File: config.mk
export PLATFORM = sky130hd
export DESIGN_NAME = uart_rx_flat
export DESIGN_NICKNAME = d
export VERILOG_FILES = /design/src/rtl/uart_rx_pkg.sv /design/src/rtl/uart_rx_if.sv /design/src/rtl/uart_rx_sync_2ff.sv /design/src/rtl/uart_rx.sv /design/src/flat_wrapper.sv
export SDC_FILE = /design/constraint.sdc
export NUM_CORES = 1
export LEC_CHECK = 0
export BUFFER_PORTS_ARGS = -buffer_cell sky130_fd_sc_hd__buf_2
export CORE_ASPECT_RATIO = 0.5
export CORE_UTILIZATION = 46
export CTS_CLUSTER_SIZE = 28
export DETAILED_ROUTE_END_ITERATION = 16
export GPL_TIMING_DRIVEN = 0
export PLACE_DENSITY_LB_ADDON = 0.2
export SLEW_MARGIN = 20
export SYNTH_ARGS = -nofsm -noshare
export SYNTH_HDL_FRONTEND = slang
export SYNTH_SLANG_ARGS = --single-unit
File: constraint.sdc
create_clock -name clk -period 4.3 [get_ports clk]
set_input_delay 0.215 -clock clk [delete_from_list [all_inputs] [get_ports clk]]
set_output_delay 0.215 -clock clk [all_outputs]
set_load 0.03 [all_outputs]
File: src/rtl/uart_rx_pkg.sv
// Shared UART definitions: state encodings, default frame shape and
// oversampling constants. The transmit side imports the same package.
package uart_rx_pkg;

  localparam int DBIT_DEF    = 8;
  localparam int SB_TICK_DEF = 16;
  localparam int OVERSAMPLE  = 16;
  localparam int MID_TICK    = 7;

  typedef enum logic [2:0] {
    IDLE   = 3'd0,
    START  = 3'd1,
    DATA   = 3'd2,
    PARITY = 3'd3,
    STOP   = 3'd4,
    BRK    = 3'd5
  } state_t;

endpackage

File: src/rtl/uart_rx_if.sv
// Receive-result bundle between uart_rx and the rx flag/data buffer.
// Handshake: rx_done_tick is a one-cycle valid strobe with no ready; dout,
// frame_err and parity_err are meaningful in the strobe cycle (dout is also
// held afterwards), so the consumer must capture on the strobe.
interface uart_rx_if #(
  parameter int DBIT = 8
);
  logic            rx_done_tick;
  logic [DBIT-1:0] dout;
  logic            frame_err;
  logic            parity_err;

  modport master (output rx_done_tick, output dout, output frame_err, output parity_err);
  modport slave  (input  rx_done_tick, input  dout, input  frame_err, input  parity_err);
endinterface

File: src/rtl/uart_rx_sync_2ff.sv
// Generic two-flop synchronizer for an asynchronous single-bit input.
// RST_VAL sets the value both flops take on reset (1 for an idle-high line).
module sync_2ff #(
  parameter logic RST_VAL = 1'b1
) (
  input  logic clk,
  input  logic reset,
  input  logic d,
  output logic q
);

  logic meta;

  // Two-stage capture to resolve metastability before use.
  always_ff @(posedge clk or posedge reset) begin
    if (reset) begin
      meta <= RST_VAL;
      q    <= RST_VAL;
    end else begin
      meta <= d;
      q    <= meta;
    end
  end

endmodule

File: src/rtl/uart_rx.sv
// UART receiver with 16x oversampling driven by an external s_tick enable.
// Optional parity stage is compiled in with the UART_RX_PARITY_EN macro.
module uart_rx
  import uart_rx_pkg::*;
#(
  parameter int DBIT    = DBIT_DEF,
  parameter int SB_TICK = SB_TICK_DEF,
  parameter int PAR_ODD = 0
) (
  input  logic      clk,
  input  logic      reset,
  input  logic      rx,
  input  logic      s_tick,
  uart_rx_if.master bus,
  output state_t    dbg_state
);

  // Tick counter is 4 bits for the 16x lattice, widened only if a long stop
  // period (1.5 or 2 stop bits) needs a larger terminal count.
  localparam int SW = ($clog2(SB_TICK) > 4) ? $clog2(SB_TICK) : 4;
  localparam int NW = $clog2(DBIT);
  localparam logic [SW-1:0] S_MID  = SW'(MID_TICK);
  localparam logic [SW-1:0] S_LAST = SW'(OVERSAMPLE - 1);
  localparam logic [SW-1:0] S_STOP = SW'(SB_TICK - 1);
  localparam logic [NW-1:0] N_LAST = NW'(DBIT - 1);

  logic            rx_s;
  state_t          state, state_n;
  logic [SW-1:0]   s, s_n;
  logic [NW-1:0]   n, n_n;
  logic [DBIT-1:0] shift, shift_n;
  logic            done_n, fe_n, pe_n;
`ifdef UART_RX_PARITY_EN
  logic            par, par_n;
`endif

  sync_2ff #(.RST_VAL(1'b1)) u_sync (
    .clk   (clk),
    .reset (reset),
    .d     (rx),
    .q     (rx_s)
  );

  assign dbg_state = state;

  // State, counters, shift register and registered result outputs.
  always_ff @(posedge clk or posedge reset) begin
    if (reset) begin
      state            <= IDLE;
      s                <= '0;
      n                <= '0;
      shift            <= '0;
      bus.dout         <= '0;
      bus.rx_done_tick <= 1'b0;
      bus.frame_err    <= 1'b0;
      bus.parity_err   <= 1'b0;
`ifdef UART_RX_PARITY_EN
      par              <= 1'b0;
`endif
    end else begin
      state            <= state_n;
      s                <= s_n;
      n                <= n_n;
      shift            <= shift_n;
      bus.rx_done_tick <= done_n;
      bus.frame_err    <= fe_n;
      bus.parity_err   <= pe_n;
      if (done_n) bus.dout <= shift;
`ifdef UART_RX_PARITY_EN
      par              <= par_n;
`endif
    end
  end

  // Next-state logic; counters move only on s_tick, IDLE/BRK react to rx_s directly.
  always_comb begin
    state_n = state;
    s_n     = s;
    n_n     = n;
    shift_n = shift;
    done_n  = 1'b0;
    fe_n    = 1'b0;
    pe_n    = 1'b0;
`ifdef UART_RX_PARITY_EN
    par_n   = par;
`endif
    case (state)
      IDLE: begin
        if (!rx_s) begin
          state_n = START;
          s_n     = '0;
        end
      end
      START: begin
        if (s_tick) begin
          if (s == S_MID) begin
            if (rx_s) begin
              state_n = IDLE;
            end else begin
              state_n = DATA;
              s_n     = '0;
              n_n     = '0;
            end
          end else begin
            s_n = s + 1'b1;
          end
        end
      end
      DATA: begin
        if (s_tick) begin
          if (s == S_LAST) begin
            shift_n = {rx_s, shift[DBIT-1:1]};
            s_n     = '0;
            if (n == N_LAST) begin
`ifdef UART_RX_PARITY_EN
              state_n = PARITY;
`else
              state_n = STOP;
`endif
            end else begin
              n_n = n + 1'b1;
            end
          end else begin
            s_n = s + 1'b1;
          end
        end
      end
`ifdef UART_RX_PARITY_EN
      PARITY: begin
        if (s_tick) begin
          if (s == S_LAST) begin
            par_n   = rx_s;
            s_n     = '0;
            state_n = STOP;
          end else begin
            s_n = s + 1'b1;
          end
        end
      end
`endif
      STOP: begin
        if (s_tick) begin
          if (s == S_STOP) begin
            done_n  = 1'b1;
            fe_n    = ~rx_s;
`ifdef UART_RX_PARITY_EN
            pe_n    = (^shift) ^ par ^ (PAR_ODD != 0);
`endif
            s_n     = '0;
            // A low stop sample means a break may be in progress: re-arm only after rx_s returns high.
            state_n = rx_s ? IDLE : BRK;
          end else begin
            s_n = s + 1'b1;
          end
        end
      end
      BRK: begin
        if (rx_s) state_n = IDLE;
      end
      default: state_n = IDLE;
    endcase
  end

endmodule

File: src/flat_wrapper.sv
// flat-port wrapper written by rule: the top's interface ports become plain ports
module uart_rx_flat import uart_rx_pkg::*;
#(
  parameter int DBIT    = DBIT_DEF,
  parameter int SB_TICK = SB_TICK_DEF,
  parameter int PAR_ODD = 0
)
  (clk, reset, rx, s_tick, dbg_state, bus_rx_done_tick, bus_dout, bus_frame_err, bus_parity_err);
  uart_rx_if #(.DBIT(DBIT)) bus_i ();
  input  logic clk;
  input  logic reset;
  input  logic rx;
  input  logic s_tick;
  output state_t dbg_state;
  output wire logic [$bits(bus_i.rx_done_tick)-1:0] bus_rx_done_tick;
  output wire logic [$bits(bus_i.dout)-1:0] bus_dout;
  output wire logic [$bits(bus_i.frame_err)-1:0] bus_frame_err;
  output wire logic [$bits(bus_i.parity_err)-1:0] bus_parity_err;
  assign bus_rx_done_tick = bus_i.rx_done_tick;
  assign bus_dout = bus_i.dout;
  assign bus_frame_err = bus_i.frame_err;
  assign bus_parity_err = bus_i.parity_err;
  uart_rx #(.DBIT(DBIT), .SB_TICK(SB_TICK), .PAR_ODD(PAR_ODD)) u_core (.clk(clk), .reset(reset), .rx(rx), .s_tick(s_tick), .bus(bus_i), .dbg_state(dbg_state));
endmodule
==> results of run 1 <==
==> state kept, by name, indices dropped and copies added, names as in the netlist <==
name	cells
u_core.bus.dout	8
u_core.bus.rx_done_tick	1
u_core.dbg_state	3
u_core.shift	8
u_core.u_sync.q	1
u_core.u_sync.meta	1
u_core.bus.frame_err	1
u_core.s	4
u_core.n	3
==> metal layers <==
| layer | vias to the layer above | track usage |
|---|---|---|
| met1 | 494 | 0.251 |
| met4 | 0 | 0.0857 |
| met5 | - | 0 |
| li1 | 498 | - |
| met3 | 5 | 0.0615 |
| met2 | 15 | 0.274 |
==> report_power, final <==
group / leakage (nW) / internal, mW / switching [mW] / total (mW)
Combinational: 0.444 / 0.0774 / 0.123 / 0.200
Clock: 0.0585 / 0.189 / 0.104 / 0.293
Sequential: 0.406 / 0.306 / 0.0231 / 0.329
Total: 0.909 / 0.572 / 0.250 / 0.823
==> per-stage QoR <==
step / hold WS, ns / utilization / cell area (um2)
floorplan: 0.219 / - / 1440
global route: 0.0241 / 0.605 / 1670
detailed placement: 0.324 / 0.563 / 1560
CTS: 0.0226 / 0.605 / 1670
finish: 0.0111 / 0.605 / 1670
global placement: 0.327 / 0.563 / 1560
==> worst max-delay path by stage <==
stage,start,endpoint,slack [ns]
4_1_cts,u_core.s[0]$_DFFE_PP0P_,u_core.n[0]$_DFFE_PP0P_,2.47
6_report,u_core.s[0]$_DFFE_PP0P_,u_core.s[0]$_DFFE_PP0P_,2.48
5_1_grt,u_core.s[0]$_DFFE_PP0P_,u_core.s[3]$_DFFE_PP0P_,2.38
3_5_place_dp,u_core.s[0]$_DFFE_PP0P_,u_core.n[0]$_DFFE_PP0P_,2.48
3_3_place_gp,u_core.s[0]$_DFFE_PP0P_,u_core.s[3]$_DFFE_PP0P_,2.51
2_1_floorplan,u_core.s[0]$_DFFE_PP0P_,u_core.s[3]$_DFFE_PP0P_,2.59
==> cell families (layout without fill, tap and decap cells) <==
family / after synthesis / in the layout
simple gates: 54 / 54
flops: 30 / 30
compound gates: 21 / 21
mux: 11 / 11
buf+inv: 10 / 33
fa+ha+maj: 3 / 3
xor+xnor: 2 / 2
other cells: 1 / 1
==> cell type report <==
class                           instances  area, um2
Fill cell                             262       1090
Sequential cell                        30        753
Multi-Input combinational cell         92        623
Clock buffer                            7       86.3
Timing Repair Buffer                   15       75.1
Tap cell                               37       46.3
Buffer                                  6       45.0
Clock inverter                          1       30.0
Inverter                                4       15.0
==> placed cells by master, fill, tap and decap left out, types with 3 or more instances in the layout <==
master,count
clkbuf_8,6
buf_2,18
ha_1,3
nand2_1,30
dfrtp_1,28
a2111oi_0,3
nor2_1,8
a21oi_1,5
o21ai_0,3
mux2_2,8
==> worst register-to-register path, delay by kind of cell, from the launching register on <==
family                   cells  cell delay (ns)
flip-flops                   1             0.41
buffers and inverters        1             0.13
AO/OA/AOI/OAI                2             0.28
AND/OR/NAND/NOR              3             0.68
adder cells (fa/ha/maj)      1             0.26
==> synth_stat cells, types with 2 or more instances <==
library cell  count
nand3b_1          2
inv_1             3
o21ai_0           3
dfstp_2           2
a22o_1            2
mux2i_1           2
a21o_1            2
xor2_1            2
nand2_1          30
buf_2             3
mux2_2            8
nor2_1            8
ha_1              3
a2111oi_0         3
buf_6             2
a21oi_1           5
dfrtp_1          28
==> results.md, run 1 <==
- The run finished with clean final reports.
- The area growth from synthesis to layout is 16.6%.
- After detailed routing, the wire length on met1 is 1320 um.
- Summed over all nets, wire length on met2 after detailed routing comes to 1140 um.
- The H-tree was split into 2 levels.
- The first global-routing pass estimated 4600 um of wire.
- The number of endpoints failing setup at the final stage is 0.
- By area, the combinational part of the netlist is dominated by simple AND/OR/NAND/NOR gates.
- Counting along the longest clock path gives a buffer depth of 2.
- The worst setup path is launched from a register.
- Headroom to the max-slew limit came out at 0.577.
- The number of input and output port buffers inserted is 15.
- The via total after detailed routing is 1012.
- The cell depth of the worst flop-to-flop path is 7.
- Adding up every negative setup slack in the final design gives 0 ns.
- The largest total area in the synthesized netlist belongs to dfrtp_1.
- In this run, CTS created clock tree buffers numbering 5.
- The detailed router finished its first iteration with 24 violations.
- Clock-pin slew was measured on the worst setup and hold paths at 0.07 ns.
- For this run, the total global-route usage over all layers was measured as 0.187.
- Synthesis handed over a netlist of 132 instances.
- The peak ir drop on the vdd network is 286 uV.
- In this run the worst path has a maximum fanout of 5.
- Summing every instance area after synthesis gives 0.00144 mm2.
- The adder-cell share of the synthesized area is 0.0261.
- Global routing finished with a remaining overflow of 0.
- At the end of the flow, the number of nets in the layout was 161.
- The required time of the critical path is 4.52 ns.
- Setup repair after global routing left no endpoint under its margin.
- The count of pins over their slew limit is 0.
- The routed design could run at a clock period as short as 1.82 ns.
- The count of cell instances traversed by the critical path is 7.
- The maximum clock frequency is 0.551 GHz.
- The overall die height is 41.5 um.
- For this run, the leading register cell type out of synthesis is dfrtp_1.
- Buffers inserted to repair hold after CTS numbered 0.
- Summed over all cells, the static leakage comes to 0.909 nW.
- The simple logic cell fraction of the synthesized area is 0.199.
- The total buffers and inverters traversed by the critical path is 1.
- The worst-case register-to-register setup slack is 2.48 ns.
- The count of nets left with antenna violations once routing finished came out at 0.
- The routed wirelength normalized by instance count is 13.6 um.
- The worst setup path is captured at a register.
- Of the total synthesized cell area, the portion taken by XOR and XNOR cells is 0.0122.
- The post-synthesis compound-gate area fraction came to 0.107.
- The total of max-cap violations is 0.
- The count of boundary I/O pins is 18.
- The actual transition at the worst max-transition pin is 0.633 ns.
- At the worst endpoint, the arrival time is 2.03 ns.
- The part of the cycle the worst path needs is 0.422.
- The final instance count without filler cells is 192.
- The critical path in this run is classified as register to register.
- Counting flops with a built-in enable in the synthesized netlist gives 0.
- The via count of the first global-routing pass is 987.
- The endpoint of the worst-slack reg-to-reg timing path is u_core.s[0]$_DFFE_PP0P_.
- The gate family responsible for the most delay along the worst path is simple AND/OR/NAND/NOR gates.
- The cell count after placement is 184.
- The starting density of the core is 0.519.
- The number of setup buffers added after CTS is 0.
- The number of hold violations in the final report is 0.
- The count of warnings emitted by yosys is 0.
- In this run, synthesis produced a sequential element count of 30.
- In this design, the stage delay of the slowest critical-path cell is 0.41 ns.
- After floorplanning, the core was divided into 13 placement rows.
- The routed length on met3 is 100 um.
- In the routed design, unresolved DRC markers number 0.
- In this run the horizontal extent of the chip is 81.0 um.
- 0 antenna diodes ended up in the layout.
- The min-delay analysis places its worst path in the category primary input to async pin.
- The worst path setup slack after routing is 2.48 ns.
- The global placement routability congestion is 0.779.
- On the final layout, the worst clock skew is 0.00693 ns.
- The number of nets handed over by synthesis was 139.
- For this run, the register share of the synthesized area comes to 0.524.
- The cell at the slowest stage of the critical path is dfrtp_1.
- The region available for standard cell placement spans 0.00277 mm2.
- The first detailed-routing pass took 4 iterations.
- The mux cell area share after synthesis is 0.0871.
- The cell sitting at the root of the clock tree is a clkbuf_8.
- Counting flops with an async set or reset pin after synthesis yields a share of 1.00.
- Clock latency on the worst-skew pair, taken at its later pin, is 0.28 ns.
- By area the synthesized netlist is led by dfrtp_1, nand2_1, mux2_2, dfstp_2, ha_1.
- After synthesis, the netlist uses 41 different library cells.
- The clock sink total is 30.
- Wires add up to 2610 um.
- The design draws 823 uW.
- The worst register-to-register path begins at u_core.s[0]$_DFFE_PP0P_.
- The number of vias per cell is 5.27.
- The fraction of final layout cells with drive strength greater than 1 is 0.323.
- The pin count of the biggest net entering global routing is 31.
- The critical path goes through ha_1 > and3_1 > buf_6 > o21a_1 > or3b_1 > nor2_1 > a21o_1.
- The die covers 0.00336 mm2.
- The mean instance size in the synthesized netlist is 10.9 um2.
- The power density over the cells is 491 mW/mm2.
- The CTS tree is built.
- Of the post-synthesis cell area, the dominant cell type holds 0.488.
- The initial antenna violation count is 0.
- The placed wire-length estimate is 1800 um.
- Prior to clock tree synthesis, the placed netlist has a worst setup slack of 2.48 ns.
- The post-cts sizing count is 0.
- The highest routing layer actually used is met4.
Power figures use the tool's default switching activity.
==> run 2, diff against run 1 <==
- clock period: 4.3 -> 1.61 ns (I/O delays scaled with it)
==> run 2 against run 1 <==
Effect of this change:
- cell count grew 7.3%
- combinational power grew to 3.6 times the previous value
- clock power grew to 3.2 times the previous value
- die area is the same
- largest cell class unchanged
- global-route usage grew 0.39 points
- critical path type unchanged
- power grew to 3.1 times the previous value
- the flow now finishes with violations (negative setup slack)
- critical endpoint is now u_core.dbg_state[1]$_DFFE_PP0P_
==> results.md, run 2 (synthesized netlist as in run 1, its figures left out) <==
- Counting tap cells, the placed design contains a total of 184 instances.
- The CTS tree is built.
- The total of max-cap violations is 0.
- The count of pins over their slew limit came to 0.
- The largest fanout on the critical path is 5.
- The actual transition at the worst max-transition pin is 0.635 ns.
- The number of input and output port buffers inserted is 15.
- The endpoint of the worst-slack reg-to-reg timing path is u_core.dbg_state[1]$_DFFE_PP0P_.
- The worst slack after detailed placement is -0.167 ns.
- Excluding fillers, the count of instances in the completed layout stands at 206.
- For this design the ratio of total power to cell area is 1330 mW/mm2.
- The placeable core region is 0.00277 mm2.
- The worst register-to-register path begins at u_core.dbg_state[2]$_DFFE_PP0P_.
- The final core area utilization is 0.692.
- Setup repair after global routing could not meet its margin everywhere.
- For this run, design rule violations remaining after detail routing come to 0.
- IR analysis of the VDD net gives a maximum drop of 700 uV.
- The total routing resource utilization after global routing is 0.191.
- The number of nets in the layout is 175.
- The path with the worst hold slack has its endpoint at u_core.s[1]$_DFFE_PP0P_.
- The number of hold violations in the final report is 0.
- The worst-case register-to-register setup slack is -0.008 ns.
- The routed wirelength normalized by instance count is 14.9 um.
- The kind of end point of the critical path is a register.
- Summing all placed instances gives a cell area of 0.00157 mm2.
- The busiest metal layer after global routing is met2.
- The wire length reported by the detailed router is 3070 um.
- Hold timing on the final database bottoms out at a slack of 0.143 ns.
- CTS built an H-tree with a depth of 2.
- Measured along the y axis, the die boundary spans 41.5 um.
- The die footprint is 0.00336 mm2.
- Buffers inserted during clock tree synthesis total 5.
- For the worst setup path, the data required time is 1.80 ns.
- The startpoint of the lowest-slack hold path is s_tick.
- The initial antenna violation count is 0.
- The final critical delay including setup and external delays is 1.62 ns.
- The worst hold path stage count is 2.
- The worst hold path belongs to the class primary input to register.
- After clock tree synthesis, the clock-pin slew on the worst setup and hold paths is 0.07 ns.
- The fraction of final layout cells with drive strength greater than 1 is 0.456.
- The clock sink total is 30.
- The starting density of the core is 0.519.
- STA puts the critical path data arrival time at 1.81 ns.
- The met3 layer usage reported by global route is 0.0593.
- The type of the worst setup path is register to register.
- For this design the static power due to leakage is 0.966 nW.
- The area added between synthesis and finish is 33.3%.
- The worst path setup slack after routing is -0.00844 ns.
- The floorplan has 13 rows.
- Clock skew on the completed layout was measured at 0.00744 ns.
- The die width is 81.0 um.
- The tree is rooted in a clkbuf_8.
- The finished cells cover 0.00191 mm2.
- 0 antenna diodes ended up in the layout.
- The part of the cycle the worst path needs is 1.01.
- The cell depth of the worst flop-to-flop path is 5.
- The pin count of the biggest net entering global routing is 31.
- No sink is reached through more buffers than the 2 on the longest clock path.
- Routability-driven placement finished with a final weighted congestion of 0.759.
- The final antenna-violating net count is 0.
- The routing usage on met1 is 0.257.
- The global routing usage on met2 is 0.289.
- In the routed layout, each cell is associated on average with a via count of 5.57.
- The count of routing violations after the opening detailed-route iteration is 120.
- The number of detailed-routing iterations run before antenna repair is 4.
- The via count of the first global-routing pass is 994.
- The first global-routing pass estimated 4670 um of wire.
- The clock latency reported for the late side of the worst-skew pair is 0.28 ns.
- Setup violations remaining at the end of the flow were counted as 1.
- The run finished, with violations left.
- The library cell used most frequently in the layout, excluding fill and tap cells, is nand2_1.
- The remaining global-route overflow is 0.
- Measured against its own limit, the worst slew margin works out to 0.576.
- For this design the top-level I/O count stands at 18.
- The checks that failed: negative setup slack.
- The largest registers in the layout are u_core.bus.dout x8, u_core.shift x8, u_core.s x4.
- Detailed placement finished with a half-perimeter wire length of 1720 um.
- The type of origin of the critical path is a register.
- The maximum clock frequency is 0.618 GHz.
- The library cells used most frequently in the layout, excluding fill and tap cells, are nand2_1, dfrtp_1, buf_2, buf_4, mux2_2.
- The via total after detailed routing is 1147.
## run 2: changes by cell type in the layout (fill, tap and decap cells not counted), sizes merged
cell	before	now
buf	21	33
bufinv	1	2
dlygate4sd3	0	2
clkbuf	7	6
## run 2: area by class of cell
| cell class | instances | area [um2] |
|---|---|---|
| Buffer | 5 | 36.3 |
| Sequential cell | 30 | 756 |
| Tap cell | 37 | 46.3 |
| Clock buffer | 6 | 82.6 |
| Inverter | 4 | 17.5 |
| Fill cell | 200 | 851 |
| Clock inverter | 2 | 60.1 |
| Multi-Input combinational cell | 92 | 723 |
| Timing Repair Buffer | 30 | 193 |
## run 2: metal layers
layer	share of wire	wire, um
met5	0	0
met4	0.0065	20
met3	0.064	195
met2	0.49	1500
met1	0.44	1350
## run 2: worst max-delay path: stages (launching register included)
cell       delay (ns)
dfrtp_2          0.44
and2b_4          0.31
a2111oi_2        0.07
or3_4            0.37
nor2_4           0.15
mux2i_1          0.20
## run 2: worst max path at each step
stage | startpoint | endpoint | slack (ns) | depth (start not counted)
2_1_floorplan | u_core.s[0]$_DFFE_PP0P_ | u_core.s[0]$_DFFE_PP0P_ | -0.03 | 7
5_1_grt | u_core.dbg_state[1]$_DFFE_PP0P_ | u_core.s[1]$_DFFE_PP0P_ | -0.08 | 6
6_report | u_core.dbg_state[2]$_DFFE_PP0P_ | u_core.dbg_state[1]$_DFFE_PP0P_ | -0.008 | 5
3_3_place_gp | u_core.s[0]$_DFFE_PP0P_ | u_core.n[0]$_DFFE_PP0P_ | -0.15 | 7
4_1_cts | u_core.s[0]$_DFFE_PP0P_ | u_core.s[0]$_DFFE_PP0P_ | -0.02 | 6
3_5_place_dp | u_core.s[0]$_DFFE_PP0P_ | u_core.n[0]$_DFFE_PP0P_ | -0.17 | 7
## run 2: power breakdown
group | internal, mW | switching, mW | leakage, nW | total, mW
clock network | 0.660 | 0.289 | 0.0714 | 0.949
registers | 0.820 | 0.0563 | 0.403 | 0.876
logic | 0.297 | 0.422 | 0.491 | 0.720
total | 1.78 | 0.767 | 0.966 | 2.54
## run 2: metrics by stage
stage           TNS, ns  power (mW)
2_1_floorplan   -0.0706        1.32
3_3_place_gp      -1.05        1.42
3_5_place_dp      -1.00        1.43
4_1_cts         -0.0227        2.48
5_1_grt          -0.294        2.65
6_report       -0.00844        2.54
## run 2: what timing repair did
action	4_1_cts	5_1_grt
setup buffers	7	6
hold buffers	1	1
pin swaps	9	4
resized for setup	9	13
endpoints found under the setup margin	15	15
endpoints found under the hold margin	1	28
==> run 3, diff against run 2 <==
- CTS_BUF_LIST: default -> sky130_fd_sc_hd__clkbuf_16
==> run 3 against run 2 <==
Effect of this change:
- the flow now finishes without violations
- power increased by 9.2%
- cell count decreased by 0.97%
- register-to-register slack improved by 0.05 ns
- cell area increased by 1.2%
- die area unchanged
- critical path depth increased by 2
- wire length decreased by 6.4%
- first-iteration DRC count decreased by 18%
- sequential power increased by 0.9%
- critical path type unchanged
- largest power group unchanged
- highest routed layer unchanged
==> results.md, run 3 (synthesized netlist as in run 1, its figures left out) <==
- The worst path arrival time is 1.73 ns.
- The static leakage is 0.974 nW.
- The largest registers in the layout are u_core.bus.dout x8, u_core.shift x8, u_core.s x4.
- The launching instance or port of the critical path is u_core.s[0]$_DFFE_PP0P_.
- The worst hold path belongs to the class primary input to register.
- The switching portion of total power is 0.280.
- The routed length on met3 is 134 um.
- The first-pass GRT wire length is 4690 um.
- The total power of the final layout is 2.78 mW.
- The internal power contribution is 2.00 mW.
- The post-detailed-route DRC marker count is 0.
- Leaving out fill and tap cells, the most frequent cells in the layout are nand2_1, dfrtp_1, buf_2, buf_4, mux2_2.
- The number of hold violations in the final report is 0.
- The net switching power is 778 uW.
- After detailed routing, the average wire length per cell comes to 14.1 um.
- For this configuration, the core starts out at a cell density of 0.519.
- The worst path setup slack after routing is 0.0393 ns.
- The clock tree buffer depth is 2.
- The core region is 0.00277 mm2.
- The required time of the critical path is 1.77 ns.
- VDD sags by at most 800 uV.
- After detailed routing, the total wire length is 2870 um.
- The total of max-cap violations is 0.
- The share of total power dissipated in combinational logic is 0.254.
- The H-tree generated during clock tree synthesis spans 2 levels.
- Setup violations remaining at the end of the flow were counted as 0.
- The finished layout cell area is 0.00194 mm2.
- Relative to the synthesized area, the layout overhead comes to 34.8%.
- The number of cells on the worst reg-to-reg path is 7.
- Of all nets on the critical path, the largest fanout is 4.
- The type of the worst setup path is register to register.
- After detailed routing, no signal wire sits above met4.
- The worst max-slew margin expressed relative to the limit is 0.581.
- Once placement finished, the instance area stood at 0.00157 mm2.
- In this run the core area contains 13 standard-cell rows.
- The congestion estimate from routability-driven global placement came to 0.759.
- The number of detailed-routing iterations run before antenna repair is 4.
- The die width is 81.0 um.
- The most common cell after layout, fill and taps aside is nand2_1.
- The total routed wire length on the met1 layer is 1340 um.
- The total overflow left after global routing is 0.
- The kind of end point of the critical path is a register.
- The flow ran to the end, and the final reports show no timing, DRC or antenna violations.
- The clock latency reported for the late side of the worst-skew pair is 0.27 ns.
- Setup repair after global routing could not meet its margin everywhere.
- The CTS tree is built.
- Following the worst setup path forward leads to its endpoint at u_core.s[1]$_DFFE_PP0P_.
- Summed over all failing endpoints, the final setup total negative slack is 0 ns.
- The CTS buffer count is 5.
- The setup check on the worst reg-to-reg path leaves a slack of 0.04 ns.
- The number of antenna diodes is 0.
- Buffers placed on the I/O ports in this run total 15.
- The overall die height is 41.5 um.
- The worst slack after detailed placement is -0.167 ns.
- The pin count of the biggest net entering global routing is 31.
- The initial antenna violation count is 0.
- For this block, the initial DRC count from the detailed router was 99.
- The part of the cycle the worst path needs is 0.976.
- The count of pins over their slew limit came to 0.
- Clock-pin slew was measured on the worst setup and hold paths at 0.05 ns.
- The power density over the cells is 1430 mW/mm2.
- The length of routed met2 wiring is 1390 um.
- Based on the critical path, the design can be clocked at up to 0.637 GHz.
- The worst register-to-register path ends at u_core.s[1]$_DFFE_PP0P_.
- The master cell of the clock root buffer is clkbuf_16.
- The total routing resource utilization after global routing is 0.188.
- The sequential share of power is 0.318.
- The fraction of final layout cells with drive strength greater than 1 is 0.443.
- The startpoint identified for the worst hold timing path is s_tick.
- The worst path needs 1.57 ns of the cycle, external delays included.
- Pin placement for this block handled 18 I/O pins.
- Once detailed placement completed, the half-perimeter wirelength came to 1720 um.
- The source of the worst register-to-register timing path is u_core.s[0]$_DFFE_PP0P_.
- Clock skew on the completed layout was measured at 0.00266 ns.
- The final antenna-violating net count is 0.
- The clock net in this run drives a total of 30 sinks.
- The via count of the first global-routing pass is 1028.
- STA classifies the critical path startpoint as a register.
- The via total after detailed routing is 1085.
- The floorplan step defined a die boundary enclosing 0.00336 mm2.
- Dividing the detail-routed via count by the number of cells gives 5.32.
- The share of total power dissipated in the clock network is 0.428.
- The actual transition at the worst max-transition pin is 0.628 ns.
- The number of nets in the layout is 173.
[run 3: cell types whose count changed in the layout (fill, tap and decap cells not counted), moves of 2 or more]
cell,change
clkbuf_8,-6
clkbuf_4,+2
clkbuf_16,+5
buf_4,-3
[run 3: layout make-up]
| type | count | area, um2 |
|---|---|---|
| clock inverters | 3 | 63.8 |
| multi-input cells | 92 | 712 |
| flip-flops and latches | 30 | 756 |
| well taps | 37 | 46.3 |
| repair buffers | 28 | 178 |
| inverters | 4 | 17.5 |
| clock buffers | 5 | 125 |
| plain buffers | 5 | 38.8 |
| fillers | 197 | 828 |
[run 3: worst min-delay path by stage]
stage / to / slack (ns) / cells past startpoint
floorplan: u_core.u_sync.meta$_DFF_PP1_ / 0.08 / 0
global placement: u_core.u_sync.meta$_DFF_PP1_ / 0.19 / 1
detailed placement: u_core.u_sync.meta$_DFF_PP1_ / 0.19 / 1
CTS: u_core.s[1]$_DFFE_PP0P_ / 0.13 / 2
global route: u_core.s[1]$_DFFE_PP0P_ / 0.15 / 2
finish: u_core.s[1]$_DFFE_PP0P_ / 0.14 / 2
[run 3: repair_timing]
item,4_1_cts,5_1_grt
hold endpoints to repair,1,28
setup endpoints to repair,16,14
setup buffers,7,4
gates resized for setup,7,14
hold buffers,1,1
pin swaps,8,3
[run 3: metal layers]
| metal | up-vias | GRT usage |
|---|---|---|
| met3 | 4 | 0.0549 |
| li1 | 527 | - |
| met5 | - | 0 |
| met2 | 22 | 0.277 |
| met1 | 532 | 0.271 |
| met4 | 0 | 0.0500 |
[run 3: worst max-delay path: stages (launching register included)]
cell,delay (ns)
dfrtp_1,0.40
ha_4,0.17
buf_4,0.13
nand2_1,0.08
nor2_2,0.05
o21ai_0,0.24
a31oi_2,0.16
a32o_1,0.22
[run 3: metrics by stage]
stage | hold WS, ns | util | std cells
4_1_cts | 0.129 | 0.666 | 199
3_3_place_gp | 0.192 | 0.567 | 184
3_5_place_dp | 0.188 | 0.567 | 184
6_report | 0.142 | 0.700 | 204
2_1_floorplan | 0.0850 | - | 132
5_1_grt | 0.148 | 0.700 | 204
[run 3: power by group through the flow]
stage / sequential, mW / clock (mW) / combinational [mW]
3_5_place_dp: 0.894 / 0 / 0.538
4_1_cts: 0.883 / 1.21 / 0.602
2_1_floorplan: 0.924 / 0 / 0.395
3_3_place_gp: 0.891 / 0 / 0.529
5_1_grt: 0.892 / 1.25 / 0.773
6_report: 0.884 / 1.19 / 0.705
